`src/rtl/vga_timing_gen.sv`:
```
// ---------------------------------------------------------------------------
// vga_timing_gen
//
// Purpose:
//   Generic VGA-style raster timing generator with a built-in pixel-rate
//   divider. A divider running on CLK_IN produces a one-cycle pixel-step
//   strobe (PXL_EN). Each strobe advances a horizontal counter, which in turn
//   advances a vertical counter at the end of each line. The current counter
//   position is decoded into an active-video request with coordinates, and
//   into registered video outputs (syncs, DE, RGB). These outputs lag the
//   counter position by exactly one pixel step.
//
// Ports:
//   CLK_IN       in   1        single system clock (all logic on this edge)
//   RST_IN       in   1        synchronous active-high reset
//   EN           in   1        timing run enable; 0 freezes divider/counters
//   RGB_IN       in   COLOR_W  pixel data for the coordinate presented on the
//                              previous pixel step (sampled on PXL_EN only)
//   PXL_EN       out  1        pixel-step strobe, one CLK_IN cycle wide
//   X_COORD      out  CNT_W    active x coordinate (0 outside active video)
//   Y_COORD      out  CNT_W    active y coordinate (0 outside active video)
//   PIX_REQ      out  1        current counter position is in active video
//   H_SYNC       out  1        registered horizontal sync (HS_POL = active)
//   V_SYNC       out  1        registered vertical sync (VS_POL = active)
//   DE           out  1        registered data enable
//   RGB          out  COLOR_W  registered pixel data (0 while blanked)
//   FRAME_START  out  1        pixel step at position (0,0)
//   LINE_START   out  1        pixel step at h position 0
// ---------------------------------------------------------------------------
module vga_timing_gen #(
  parameter int   H_DISP  = 640,
  parameter int   H_FRONT = 16,
  parameter int   H_PULSE = 96,
  parameter int   H_BACK  = 48,
  parameter int   V_DISP  = 480,
  parameter int   V_FRONT = 10,
  parameter int   V_PULSE = 2,
  parameter int   V_BACK  = 29,
  parameter logic HS_POL  = 1'b0,
  parameter logic VS_POL  = 1'b0,
  parameter int   CLK_DIV = 2,
  parameter int   COLOR_W = 8,
  parameter int   CNT_W   = 12
) (
  input  logic               CLK_IN,
  input  logic               RST_IN,
  input  logic               EN,
  input  logic [COLOR_W-1:0] RGB_IN,
  output logic               PXL_EN,
  output logic [CNT_W-1:0]   X_COORD,
  output logic [CNT_W-1:0]   Y_COORD,
  output logic               PIX_REQ,
  output logic               H_SYNC,
  output logic               V_SYNC,
  output logic               DE,
  output logic [COLOR_W-1:0] RGB,
  output logic               FRAME_START,
  output logic               LINE_START
);

  // -------------------------------------------------------------------------
  // Derived constants
  // -------------------------------------------------------------------------
  localparam int H_TOTAL = H_DISP + H_FRONT + H_PULSE + H_BACK;
  localparam int V_TOTAL = V_DISP + V_FRONT + V_PULSE + V_BACK;
  localparam int DIV_W   = (CLK_DIV > 1) ? $clog2(CLK_DIV) : 1;

  // Region boundaries are compared one bit wider than the counters so that a
  // region ending exactly at 2**CNT_W (zero back porch, full-width total)
  // does not wrap to zero.
  localparam int XW = CNT_W + 1;
  localparam logic [XW-1:0] H_DISP_X  = XW'(H_DISP);
  localparam logic [XW-1:0] H_SYNC_SX = XW'(H_DISP + H_FRONT);
  localparam logic [XW-1:0] H_SYNC_EX = XW'(H_DISP + H_FRONT + H_PULSE);
  localparam logic [XW-1:0] V_DISP_X  = XW'(V_DISP);
  localparam logic [XW-1:0] V_SYNC_SX = XW'(V_DISP + V_FRONT);
  localparam logic [XW-1:0] V_SYNC_EX = XW'(V_DISP + V_FRONT + V_PULSE);

  localparam logic [CNT_W-1:0] H_LAST   = CNT_W'(H_TOTAL - 1);
  localparam logic [CNT_W-1:0] V_LAST   = CNT_W'(V_TOTAL - 1);
  localparam logic [DIV_W-1:0] DIV_LAST = DIV_W'(CLK_DIV - 1);

  // -------------------------------------------------------------------------
  // Elaboration-time parameter checks
  // -------------------------------------------------------------------------
  if (H_TOTAL > (64'd1 << CNT_W)) begin : g_h_total_overflow
    $error("vga_timing_gen: H_TOTAL (%0d) does not fit in CNT_W=%0d bits",
           H_TOTAL, CNT_W);
  end

  if (V_TOTAL > (64'd1 << CNT_W)) begin : g_v_total_overflow
    $error("vga_timing_gen: V_TOTAL (%0d) does not fit in CNT_W=%0d bits",
           V_TOTAL, CNT_W);
  end

  if ((CLK_DIV < 1) || (CLK_DIV > 16)) begin : g_clk_div_range
    $error("vga_timing_gen: CLK_DIV=%0d outside legal range 1..16", CLK_DIV);
  end

  if ((H_TOTAL < 1) || (V_TOTAL < 1)) begin : g_total_empty
    $error("vga_timing_gen: line or frame total is zero");
  end

  // -------------------------------------------------------------------------
  // State
  // -------------------------------------------------------------------------
  logic [DIV_W-1:0]   div_q,   div_d;
  logic [CNT_W-1:0]   h_cnt_q, h_cnt_d;
  logic [CNT_W-1:0]   v_cnt_q, v_cnt_d;
  logic               de_q,    de_d;
  logic [COLOR_W-1:0] rgb_q,   rgb_d;
  logic               hs_q,    hs_d;
  logic               vs_q,    vs_d;

  // -------------------------------------------------------------------------
  // Position decode (combinational on the current counter values)
  // -------------------------------------------------------------------------
  logic [XW-1:0] h_ext;
  logic [XW-1:0] v_ext;
  logic          h_active;
  logic          v_active;
  logic          h_in_sync;
  logic          v_in_sync;
  logic          div_at_last;
  logic          pxl_en;
  logic          pix_req;
  logic          line_start;

  assign h_ext = {1'b0, h_cnt_q};
  assign v_ext = {1'b0, v_cnt_q};

  assign h_active  = (h_ext < H_DISP_X);
  assign v_active  = (v_ext < V_DISP_X);
  assign h_in_sync = (h_ext >= H_SYNC_SX) && (h_ext < H_SYNC_EX);
  assign v_in_sync = (v_ext >= V_SYNC_SX) && (v_ext < V_SYNC_EX);

  assign div_at_last = (div_q == DIV_LAST);

  // The strobe is masked while reset is held: with CLK_DIV=1 the divider
  // sits permanently at its last value, so without the mask a held reset
  // would still show pixel steps and start pulses.
  assign pxl_en  = EN && !RST_IN && div_at_last;
  assign pix_req = h_active && v_active && EN;

  assign line_start = pxl_en && (h_cnt_q == '0);

  // -------------------------------------------------------------------------
  // Next-state logic
  // -------------------------------------------------------------------------
  always_comb begin
    div_d   = div_q;
    h_cnt_d = h_cnt_q;
    v_cnt_d = v_cnt_q;

    // Divider only advances while enabled; when EN drops it keeps its phase
    // so a resumed run continues the partially elapsed pixel period.
    if (EN) begin
      div_d = div_at_last ? '0 : (div_q + DIV_W'(1));
    end

    if (pxl_en) begin
      if (h_cnt_q == H_LAST) begin
        h_cnt_d = '0;
        v_cnt_d = (v_cnt_q == V_LAST) ? '0 : (v_cnt_q + CNT_W'(1));
      end else begin
        h_cnt_d = h_cnt_q + CNT_W'(1);
      end
    end
  end

  always_comb begin
    de_d  = de_q;
    rgb_d = rgb_q;
    hs_d  = hs_q;
    vs_d  = vs_q;

    if (!EN) begin
      // Disabled: blank the video outputs on the next edge.
      de_d  = 1'b0;
      rgb_d = '0;
      hs_d  = ~HS_POL;
      vs_d  = ~VS_POL;
    end else if (pxl_en) begin
      // All registered outputs are captured from the same counter position,
      // so they stay mutually aligned one pixel step behind the counters.
      de_d  = pix_req;
      rgb_d = pix_req ? RGB_IN : '0;
      hs_d  = h_in_sync ? HS_POL : ~HS_POL;
      vs_d  = v_in_sync ? VS_POL : ~VS_POL;
    end
  end

  // -------------------------------------------------------------------------
  // Registers
  // -------------------------------------------------------------------------
  always_ff @(posedge CLK_IN) begin
    if (RST_IN) begin
      div_q   <= '0;
      h_cnt_q <= '0;
      v_cnt_q <= '0;
      de_q    <= 1'b0;
      rgb_q   <= '0;
      hs_q    <= ~HS_POL;
      vs_q    <= ~VS_POL;
    end else begin
      div_q   <= div_d;
      h_cnt_q <= h_cnt_d;
      v_cnt_q <= v_cnt_d;
      de_q    <= de_d;
      rgb_q   <= rgb_d;
      hs_q    <= hs_d;
      vs_q    <= vs_d;
    end
  end

  // -------------------------------------------------------------------------
  // Outputs
  // -------------------------------------------------------------------------
  assign PXL_EN      = pxl_en;
  assign PIX_REQ     = pix_req;
  assign X_COORD     = pix_req ? h_cnt_q : '0;
  assign Y_COORD     = pix_req ? v_cnt_q : '0;
  assign LINE_START  = line_start;
  assign FRAME_START = line_start && (v_cnt_q == '0);
  assign H_SYNC      = hs_q;
  assign V_SYNC      = vs_q;
  assign DE          = de_q;
  assign RGB         = rgb_q;

endmodule

```
`config.mk`:
```
export PLATFORM = sky130hd
export DESIGN_NAME = vga_timing_gen
export DESIGN_NICKNAME = d
export VERILOG_FILES = /design/src/rtl/vga_timing_gen.sv
export SDC_FILE = /design/constraint.sdc
export NUM_CORES = 1
export LEC_CHECK = 0
export ABC_AREA = 1
export CELL_PAD_IN_SITES_DETAIL_PLACEMENT = 1
export CELL_PAD_IN_SITES_GLOBAL_PLACEMENT = 2
export CORE_MARGIN = 1
export CORE_UTILIZATION = 27
export DETAILED_ROUTE_END_ITERATION = 12
export PLACE_DENSITY = 0.76
export REMOVE_ABC_BUFFERS = 1
export SYNTH_ARGS = -nofsm -noshare
export SYNTH_HDL_FRONTEND = slang
export SYNTH_SLANG_ARGS = --single-unit
```
`constraint.sdc`:
```
create_clock -name CLK_IN -period 1.75 [get_ports CLK_IN]
set_clock_uncertainty 0.2 [all_clocks]
set_input_delay 0.2625 -clock CLK_IN [delete_from_list [all_inputs] [get_ports CLK_IN]]
set_output_delay 0.2625 -clock CLK_IN [all_outputs]
set_load 0.1 [all_outputs]
```
-- Yosys cells after proc, flatten, opt, wreduce, memory -nomap -nowiden
Cells that the tools add are included.
- memory bits (writable): 0
- output and inout bits: 39
- word-level logic and storage cells: 40
- memories kept: 0
- bits in read-only memories: 0
- input bits: 11
- bits in registers: 36
- latch bits: 0
- equal/unequal tests: 2
- divide/modulo/power cells: 0
- add/subtract/negate cells: 3
- shift operators: 0
- order comparisons: 6
- bitwise gates (word level): 1
- multipliers: 0
- reductions and logical operators: 13
- mux-type cells: 8
- operators with widths (kind ; number):
    2-to-1 mux 12 bit ; 4
    adder 12 x 1 -> 12 bit, second input constant ; 2
    == test 12 x 10 -> 1 bit, second input constant ; 2
    zero test 12 bit ; 2
    < comparator 12 x 10 -> 1 bit, second input constant ; 2
    < comparator 12 x 9 -> 1 bit, second input constant ; 2
    >= comparator 12 x 10 -> 1 bit, second input constant ; 1
    >= comparator 12 x 9 -> 1 bit, second input constant ; 1
    logical AND 1 bit ; 8
    2-to-1 mux 8 bit ; 1
    2-to-1 mux 1 bit ; 3
    AND reduction 2 bit ; 1
    OR reduction 2 bit ; 1
    adder 1 bit, second input constant ; 1
    zero test 1 bit ; 1
    NOT 1 bit ; 1

-- Longest topological paths before layout
Gate-level depths: netlist of run 1.
- word-level depth: 5
- gate-level depth with buffers: 10
- depth with buffers taken out: 9

-- Worst setup path after synthesis of run 1
OpenSTA, ideal clock, no wires.
- path type: reg-to-output
- start: register v_cnt_q[0]
- end: output FRAME_START
- path slack: -1.791 ns
- data required time: 1.287 ns
- data arrival time: 3.078 ns
- cell stages (with the launch flop): 6
- buffers on the path: 0
- cells stage by stage: dfxtp_1 -> inv_1 -> ha_1 -> nand4_1 -> or2_2 -> nor3_1
- word-level cells in the longest chain between the ends: 2
- ends and longest elaborated chain (item ; RTL line ; text):
    start: declaration ; 109 ; logic [CNT_W-1:0] v_cnt_q, v_cnt_d;
    start signal: assignment ; 208 ; v_cnt_q <= v_cnt_d;
    zero test 12 bit ; 224 ; assign FRAME_START = line_start && (v_cnt_q == '0);
    logical AND 1 bit ; 224 ;
    end: declaration ; 57 ; output logic FRAME_START,
Every way passes these cells.

-- Worst setup path after layout of run 1
- start: register v_cnt_q[1]
- end: output FRAME_START
The elaborated chain is that of the path after synthesis.

==> results by group, run 1 <==
Floorplanning
  • Ports: 50
  • Core Region: 0.007888 mm²
  • Core Rows: 32
  • Die Y: 93.08 µm
  • Initial core utilization: 28.39%
  • Full die area: 0.008663 mm²
  • Die X: 93.08 µm

Worst setup path
  • Crit start category: flop
  • Critical Path AT: 1.75 ns
  • CP required: 1.29 ns
  • Crit Path Max Fanout: 2
  • Endpoint type of the worst setup path: primary output
  • FF-to-FF End: h_cnt_q[8]
  • Crit Path Class: flop to primary output
  • RR Startpoint: h_cnt_q[6]
  • Register-to-register setup slack: 0.09 ns
  • R2r worst-path depth: 5

Yosys
  • Yosys warnings: 0
  • Fraction of registers with async set/reset: 0%
  • Syn Std Cell Area: 0.002240 mm²
  • Synth Flop Type: dfxtp_1
  • Number of synthesized flops with an enable pin: 0
  • Top cells by area, synth: dfxtp_1 32%, nand2_1 14%, inv_1 6.5%, nor2_1 6.5%, nor2_2 6.1%
  • Post-synth top area share: 32.18%
  • Post-synth cell types: 31
  • #FFs+latches synth: 36
  • Avg Cell Area, Syn: 6.706 µm²
  • Register area share after synthesis: 32.18%
  • Yosys top cell by area: dfxtp_1
  • Post-Synthesis Cells: 334

Drt
  • Post-DR wirelength/cell: 14.56 µm
  • Via count: 2529
  • DRC violations left: 0
  • Final ANT Viol Nets: 0
  • Detailed Route Iter0 Violations: 43
  • Drt first pass iters: 4
  • DR vias/cell: 4.565
  • Detailed Route WL: 8.065 mm

Placement
  • PortBufs: 44
  • Placed cell area: 0.003622 mm²
  • Pre-CTS WS: -0.3990 ns
  • GPL Wtd Cong: 0.8246
  • Hpwl dp: 6.132 mm

CTS
  • Clock slew seen by the registers of the worst setup and hold paths: 0.08 ns
  • TritonCTS buffer count: 5
  • CTS tree: done
  • Latest clock arrival within the worst-skew pair: 0.29 ns
  • CTS sink count: 36
  • H-tree levels: 2
  • Clock root buffer: clkbuf_8
  • CTS max path bufs: 2
  • Hold buffers post-CTS: 0

Min path
  • Cell count of the worst hold path: 2
  • Hold path start: RGB[4]
  • HP Class: flop to flop
  • WHS Endpoint: RGB[4]

GRT
  • Total grt overflow: 0
  • Vias in the first global route: 2672
  • Largest net degree at the start of global routing: 17
  • Antenna violations before repair: 0
  • First-pass GRT wire length: 12.92 mm
  • Total Routing Usage GR: 19.22%

Power
  • Pwr Density: 460.4 mW/mm²
  • P_leak: 1.747 nW
  • Peak supply drop: 0.2546 mV

STA
  • Period utilization: 126.5%
  • Final setup violation count: 22
  • Tmin final: 2.214 ns
  • Final hold vios: 0
  • Peak Freq: 451.6 MHz
  • Setup WS post-layout: -0.4643 ns
  • Pins Over Slew Limit: 0
  • RSZ-0062 raised after global routing: yes

Run status
  • Failing checks: setup timing
  • Status: finished with violations

Cells and area
  • Layout filler cell count: 939
  • Design area: 0.004109 mm²
  • Most common cell after layout, fill and taps aside: nand2_1
  • Proportion of layout cells with a drive suffix above 1: 44.03%
  • Area of the multi-input gates: 0.001556 mm²
  • Area grow syn2layout: 83.46%
  • Antenna cells: 0
  • Nets: 466
  • FF+latch area: 730.7 µm²
  • Most frequent cells in the layout: 80 x nand2_1, 64 x buf_4, 37 x buf_12

Job
  • Max_cap viols: 0
==> through the flow <==
| stage | std cells | setup TNS (ns) | total power (W) | hold WS (ns) | util (%) |
|---|---|---|---|---|---|
| 4_1_cts | 551 | -9.672 | 0.001913 | 0.2932 | 49.65 |
| 6_report | 554 | -8.679 | 0.001892 | 0.2921 | 52.09 |
| 3_3_place_gp | 540 | -10.83 | 0.001135 | 0.2758 | 45.92 |
| 5_1_grt | 554 | -10.76 | 0.001965 | 0.3060 | 52.09 |
| 3_5_place_dp | 540 | -13.46 | 0.001139 | 0.2828 | 45.92 |
| 2_1_floorplan | 325 | -18.87 | 0.001010 | 0.1316 | - |
==> cell type report <==
| type | count | area share, % |
|---|---|---|
| multi-input cells | 248 | 37.88 |
| repair buffers | 119 | 34.47 |
| flip-flops and latches | 36 | 17.78 |
| inverters | 41 | 4.050 |
| well taps | 102 | 3.106 |
| clock buffers | 5 | 1.675 |
| clock inverters | 3 | 1.035 |
==> flip-flops by register name, indices dropped and copies added, names as in the netlist <==
signal	count
V_SYNC	1
RGB	8
v_cnt_q	12
H_SYNC	1
h_cnt_q	12
div_at_last	1
DE	1
==> cells in the mapped netlist, types with 5 or more instances <==
library cell	count
nor2_2	22
o21ai_0	6
nand4_1	14
inv_1	39
buf_4	8
nand2_1	85
a21oi_1	15
dfxtp_1	36
xor2_1	8
nor2_4	5
nand3_1	21
nor2_1	39
nor3_1	8
==> per-layer routing <==
| layer | track usage, % | share of wire, % | vias up |
|---|---|---|---|
| li1 | - | - | 1274 |
| met1 | 24.03 | 45 | 1208 |
| met2 | 34.38 | 51 | 43 |
| met3 | 3.415 | 3.0 | 4 |
| met4 | 3.846 | 0.81 | 0 |
| met5 | 0 | 0 | - |
==> worst max-delay path: stages, from the launching register on <==
cell	delay (ns)
dfxtp_1	0.32
inv_2	0.08
ha_4	0.14
nand4_1	0.16
or2_4	0.30
nor3_2	0.15
buf_4	0.15
buf_12	0.16
==> worst max-delay path by stage <==
stage,to,slack [ns],depth (start not counted),startpoint
finish,FRAME_START,-0.46,7,v_cnt_q[1]
global route,FRAME_START,-0.53,8,h_cnt_q[1]
CTS,FRAME_START,-0.46,8,h_cnt_q[11]
floorplan,FRAME_START,-2.04,4,div_at_last
detailed placement,Y_COORD[3],-0.40,7,EN
global placement,FRAME_START,-0.35,8,EN
==> where the power goes <==
part | total (W) | internal, W | switching [W]
sequential | 0.000835 | 0.000826 | 0.00000918
combinational | 0.000307 | 0.000105 | 0.000202
clock | 0.000750 | 0.000422 | 0.000328
total | 0.00189 | 0.00135 | 0.000539
==> cell families (layout without fill, tap and decap cells) <==
kind of cell	after synthesis	in the layout	share of synthesized area, %
DFF	36	36	32.18
buffers and inverters	54	168	11.28
and+or+nand+nor	204	204	43.86
other	1	5	0.1674
AOI/OAI and AO/OA	25	25	6.369
xor gates and xnor gates	10	10	3.911
adders and majority gates	4	4	2.235
==> timing repair <==
action / 4_1_cts / 5_1_grt
buffers inserted: 3 / 3
setup endpoints to repair: 41 / 44
gates resized for setup: 46 / 47
pin swaps: 8 / 16
cloned: 0 / 0
Note: power is estimated with default switching activity, not from simulation.
==> run 2: changes to the inputs <==
--- a/config.mk
+++ b/config.mk
@@ -11,7 +11,7 @@
 export CORE_MARGIN = 1
 export CORE_UTILIZATION = 27
 export DETAILED_ROUTE_END_ITERATION = 12
-export PLACE_DENSITY = 0.76
+export PLACE_DENSITY = 0.77
 export REMOVE_ABC_BUFFERS = 1
 export SYNTH_ARGS = -nofsm -noshare
 export SYNTH_HDL_FRONTEND = slang
==> results by group, run 2 (synthesis results as in run 1) <==
Floorplanning
  • Die X: 93.08 µm (unchanged)
  • Initial core utilization: 28.39% (unchanged)
  • Full die area: 0.008663 mm² (unchanged)
  • Ports: 50 (unchanged)
  • Core Region: 0.007888 mm² (unchanged)
  • Die Y: 93.08 µm (unchanged)
  • Core Rows: 32 (unchanged)

Drt
  • Post-DR wirelength/cell: 14.84 µm (+2.0%)
  • Final ANT Viol Nets: 0 (unchanged)
  • Highest routing layer actually used: met4
  • WL met3: 221 µm (-9.8%)
  • Via count: 2563 (+1.3%)
  • DRC violations left: 0 (unchanged)
  • Routed metal-1 wire length: 3.670 mm (+1.2%)
  • Drt first pass iters: 5 (+1)
  • DR vias/cell: 4.660 (+2.1%)
  • Detailed Route Iter0 Violations: 104 (+140%)
  • Detailed Route WL: 8.163 mm (+1.2%)
  • Routed wl met2: 4.146 mm (+0.41%)

CTS
  • Clock slew seen by the registers of the worst setup and hold paths: 0.08 ns (about the same)
  • Hold buffers post-CTS: 0 (unchanged)
  • Clock root buffer: clkbuf_8
  • Latest clock arrival within the worst-skew pair: 0.30 ns (about the same)
  • TritonCTS buffer count: 5 (unchanged)
  • CTS max path bufs: 2 (unchanged)
  • CTS tree: done
  • CTS sink count: 36 (unchanged)
  • H-tree levels: 2 (unchanged)

Cells and area
  • Util after Layout: 51.55% (-0.54 points)
  • Finished Layout Cells: 550 (-0.72%)
  • Most common cell after layout, fill and taps aside: nand2_1
  • Proportion of layout cells with a drive suffix above 1: 43.30% (-0.72 points)
  • Area grow syn2layout: 81.56%
  • Most frequent cells in the layout: 79 x nand2_1, 63 x buf_4, 38 x buf_12
  • Nets: 462 (-0.86%)
  • Antenna cells: 0 (unchanged)
  • Design area: 0.004066 mm² (-1.0%)

GRT
  • Largest net degree at the start of global routing: 17 (unchanged)
  • Total grt overflow: 0 (unchanged)
  • Total Routing Usage GR: 19.06% (-0.15 points)
  • Vias in the first global route: 2593 (-3.0%)
  • First-pass GRT wire length: 12.92 mm (about the same)
  • Antenna violations before repair: 0 (unchanged)

Placement
  • Placed cell area: 0.003572 mm² (-1.4%)
  • PortBufs: 44 (unchanged)
  • Hpwl dp: 5.857 mm (-4.5%)
  • DP Cell Count: 535 (-0.93%)
  • Pre-CTS WS: -0.4223 ns (-0.02336 ns)
  • GPL Wtd Cong: 0.8292 (+0.56%)

Run status
  • Status: finished with violations
  • Failing checks: setup timing

STA
  • Pins Over Slew Limit: 0 (unchanged)
  • RSZ-0062 raised after global routing: yes
  • Peak Freq: 452.1 MHz (about the same)
  • Tmin final: 2.212 ns (-0.002167 ns)
  • Setup WS post-layout: -0.4621 ns (+0.002167 ns)
  • Setup tns final: -9.665 ns (-0.9861 ns)
  • Period utilization: 126.4% (about the same)
  • Final setup violation count: 25 (+14%)
  • Final hold vios: 0 (unchanged)

Worst setup path
  • Endpoint type of the worst setup path: primary output
  • Critical Path AT: 1.75 ns (about the same)
  • Critical path launch point: h_cnt_q[8]
  • Crit Path Class: flop to primary output
  • Crit Path Max Fanout: 10 (+8)
  • Crit start category: flop
  • RR Startpoint: h_cnt_q[11]
  • CP required: 1.29 ns (about the same)

Power
  • Peak supply drop: 0.4111 mV (+61%)
  • P_leak: 1.690 nW (-3.3%)
  • Pwr Density: 539.5 mW/mm² (+17%)

Job
  • Max_cap viols: 0 (unchanged)

Min path
  • Hold path start: RGB[2]
  • HP Class: flop to flop
==> run 2: cell count changes in the layout (fill, tap and decap cells not counted), moves of 4 or more <==
cell / change
nand2_2: +4
inv_1: +4
nor2_4: -6
inv_4: -4
nor2_2: +5
==> run 2: final timing paths <==
| check | to | slack, ns | depth (start not counted) |
|---|---|---|---|
| min reg2reg | RGB[2] | 0.29 | 2 |
| max | Y_COORD[1] | -0.46 | 8 |
| max reg2reg | v_cnt_q[9] | -0.03 | 10 |
| min | RGB[2] | 0.29 | 2 |
==> run 2: what timing repair did <==
action	4_1_cts	5_1_grt
setup endpoints to repair	43	39
buffers inserted	2	5
gates resized for setup	37	39
pin swaps	11	9
endpoints found under the hold margin	0	0
==> run 2: area by class of cell <==
cell class	count	area, µm²
fillers	943	3821
multi-input cells	248	1518
repair buffers	115	1376
flip-flops and latches	36	729.5
inverters	41	156.4
well taps	102	127.6
clock inverters	3	90.09
clock buffers	5	68.82
==> run 2: power breakdown <==
group / internal, W / switching [W]
clock network: 0.000714 / 0.000346
logic: 0.000101 / 0.000198
registers: 0.000826 / 0.00000926
==> run 2: per-layer routing <==
| metal | vias up | track usage [%] |
|---|---|---|
| met5 | - | 0 |
| met1 | 1231 | 24.28 |
| li1 | 1269 | - |
| met3 | 11 | 2.358 |
| met4 | 0 | 5.000 |
| met2 | 52 | 33.76 |
==> run 2: worst max-delay path, cell delays in order (launching register included) <==
cell and delay (ns):
dfxtp_2 0.33, buf_4 0.13, nand2_2 0.07, nand2_2 0.09
nor3_4 0.25, nand2_4 0.10, buf_12 0.16, nor2_2 0.13
buf_12 0.19
==> run 2: per-stage QoR <==
stage / power, W / hold slack [ns]
floorplan: 0.001010 / 0.1316
global placement: 0.001135 / 0.2760
detailed placement: 0.001137 / 0.2838
CTS: 0.002204 / 0.2981
global route: 0.002256 / 0.3184
finish: 0.002194 / 0.2940
==> run 3: changes to the inputs <==
--- a/config.mk
+++ b/config.mk
@@ -8,11 +8,11 @@
 export ABC_AREA = 1
 export CELL_PAD_IN_SITES_DETAIL_PLACEMENT = 1
 export CELL_PAD_IN_SITES_GLOBAL_PLACEMENT = 2
+export CORE_ASPECT_RATIO = 1.25
 export CORE_MARGIN = 1
 export CORE_UTILIZATION = 27
 export DETAILED_ROUTE_END_ITERATION = 12
 export PLACE_DENSITY = 0.77
-export REMOVE_ABC_BUFFERS = 1
 export SYNTH_ARGS = -nofsm -noshare
 export SYNTH_HDL_FRONTEND = slang
 export SYNTH_SLANG_ARGS = --single-unit
==> results by group, run 3 (synthesis results as in run 1) <==
Power
  • Pwr Density: 441.5 mW/mm² (-18%)
  • P_leak: 1.707 nW (+1.0%)
  • Peak supply drop: 0.2344 mV (-43%)

Worst setup path
  • Slowest CP cell: dfxtp_2
  • Crit start category: flop
  • Worst path cell trace: buf_4 > nand2_4 > nand2_4 > nor3_4 > nand2_4 > buf_6 > clkbuf_16 > nor2_4 > buf_12
  • Endpoint type of the worst setup path: primary output
  • Most Frequent Cell on Critical Path: nand2_4
  • Critical Path Max Stage Delay: 0.33 ns (about the same)
  • Sum of buffers and inverters on the critical path: 4 (+1)
  • Register-to-register setup slack: 0.01 ns (+0.04 ns)
  • Crit Path Max Fanout: 5 (-5)
  • CP required: 1.29 ns (about the same)
  • CP top delay family: buffers and inverters
  • Critical Path AT: 1.75 ns (about the same)
  • Crit Path Class: flop to primary output

Placement
  • DP Cell Count: 525 (-1.9%)
  • GPL Wtd Cong: 0.8328 (+0.43%)
  • Placed cell area: 0.003701 mm² (+3.6%)
  • Hpwl dp: 5.950 mm (+1.6%)
  • PortBufs: 44 (unchanged)

CTS
  • TritonCTS buffer count: 5 (unchanged)
  • CTS max path bufs: 2 (unchanged)
  • Clock root buffer: clkbuf_8
  • CTS tree: done
  • Latest clock arrival within the worst-skew pair: 0.30 ns (about the same)
  • H-tree levels: 2 (unchanged)
  • Clock slew seen by the registers of the worst setup and hold paths: 0.08 ns (about the same)
  • CTS sink count: 36 (unchanged)

Floorplanning
  • Die X: 83.46 µm (-10%)
  • Full die area: 0.008665 mm² (about the same)
  • Initial core utilization: 28.25% (-0.14 points)
  • Core Rows: 36 (+13%)
  • Ports: 50 (unchanged)
  • Die Y: 103.8 µm (+12%)
  • Core Region: 0.007928 mm² (+0.51%)

GRT
  • Met2 usage: 36.12% (+2.4 points)
  • Largest net degree at the start of global routing: 17 (unchanged)
  • First-pass GRT wire length: 13.03 mm (+0.80%)
  • Total grt overflow: 0 (unchanged)
  • Met1 Usage GRT: 20.57% (-3.7 points)
  • Total Routing Usage GR: 18.48% (-0.59 points)
  • GR peak layer: met2
  • GRT met3 Usage: 2.311% (-0.047 points)
  • Vias in the first global route: 2719 (+4.9%)
  • Antenna violations before repair: 0 (unchanged)

Run status
  • Failing checks: setup timing
  • Status: finished with violations

Cells and area
  • Layout filler cell count: 920 (-2.4%)
  • Finished Layout Cells: 550 (unchanged)
  • Most common cell after layout, fill and taps aside: nand2_1
  • FF+latch area: 735.7 µm² (+0.86%)
  • Area grow syn2layout: 83.91%
  • Area of the multi-input gates: 0.001530 mm² (+0.82%)
  • Nets: 469 (+1.5%)
  • Antenna cells: 0 (unchanged)
  • Util after Layout: 51.96% (+0.40 points)
  • Most frequent cells in the layout: 78 x nand2_1, 66 x buf_4, 40 x buf_12
  • Proportion of layout cells with a drive suffix above 1: 44.62% (+1.3 points)
  • Design area: 0.004119 mm² (+1.3%)

Min path
  • HP Class: flop to flop

STA
  • Final hold vios: 0 (unchanged)
  • Final setup violation count: 22 (-12%)
  • Setup tns final: -9.508 ns (+0.1572 ns)
  • Tmin final: 2.213 ns (+0.001025 ns)
  • Period utilization: 126.5% (about the same)
  • RSZ-0062 raised after global routing: yes
  • Setup WS post-layout: -0.4631 ns (-0.001025 ns)
  • Pins Over Slew Limit: 0 (unchanged)
  • Peak Freq: 451.9 MHz (about the same)

Drt
  • Detailed Route WL: 7.991 mm (-2.1%)
  • Via count: 2561 (-0.078%)
  • Post-DR wirelength/cell: 14.53 µm (-2.1%)
  • DRC violations left: 0 (unchanged)
  • Final ANT Viol Nets: 0 (unchanged)
  • DR vias/cell: 4.656 (about the same)
  • Drt first pass iters: 4 (-1)
  • Detailed Route Iter0 Violations: 77 (-26%)

Job
  • Max_cap viols: 0 (unchanged)
==> run 3: timing repair <==
| action | CTS | global route |
|---|---|---|
| gates resized for setup | 16 | 33 |
| endpoints found under the hold margin | 0 | 0 |
| hold buffers | 0 | 0 |
| pin swaps | 3 | 12 |
| gates cloned | 0 | 1 |
| buffers inserted | 4 | 12 |
| setup endpoints to repair | 33 | 41 |
==> run 3: tightest hold or removal path, stage by stage (launching register included) <==
cell and delay, ns:
dfxtp_1 0.34, nand2_1 0.07, nand2_1 0.04
==> run 3: metal layers <==
metal / vias to the layer above / part of all wire [%] / wire (µm)
li1: 1280 / - / -
met1: 1227 / 40 / 3220
met2: 40 / 56 / 4474
met3: 14 / 2.0 / 158
met4: 0 / 1.7 / 137
met5: - / 0 / 0
==> run 3: power breakdown <==
group | internal, W | total, W | switching (W)
sequential | 0.000825 | 0.000834 | 0.00000925
combinational | 0.000131 | 0.000340 | 0.000209
clock | 0.000321 | 0.000645 | 0.000324
==> run 3: final cells by class <==
class	instances	area share, %
multi-input cells	248	37.15
clock inverters	1	0.1823
flip-flops and latches	36	17.86
inverters	41	4.010
clock buffers	7	2.096
repair buffers	122	35.81
well taps	95	2.886
==> run 3: worst paths after layout <==
path	cells past startpoint	endpoint	startpoint
worst max-delay path	9	X_COORD[9]	h_cnt_q[8]
worst min-delay path	2	RGB[6]	RGB[6]
worst max register to register	11	h_cnt_q[1]	h_cnt_q[8]
worst min register to register	2	RGB[6]	RGB[6]
==> run 3: stage by stage <==
stage / hold WS [ns] / power (W) / setup WS (ns)
finish: 0.2907 / 0.001819 / -0.4631
detailed placement: 0.2817 / 0.001151 / -0.3264
global placement: 0.2763 / 0.001147 / -0.3115
global route: 0.3079 / 0.001895 / -0.5534
CTS: 0.2952 / 0.001814 / -0.4705
floorplan: 0.1993 / 0.001055 / -0.3923
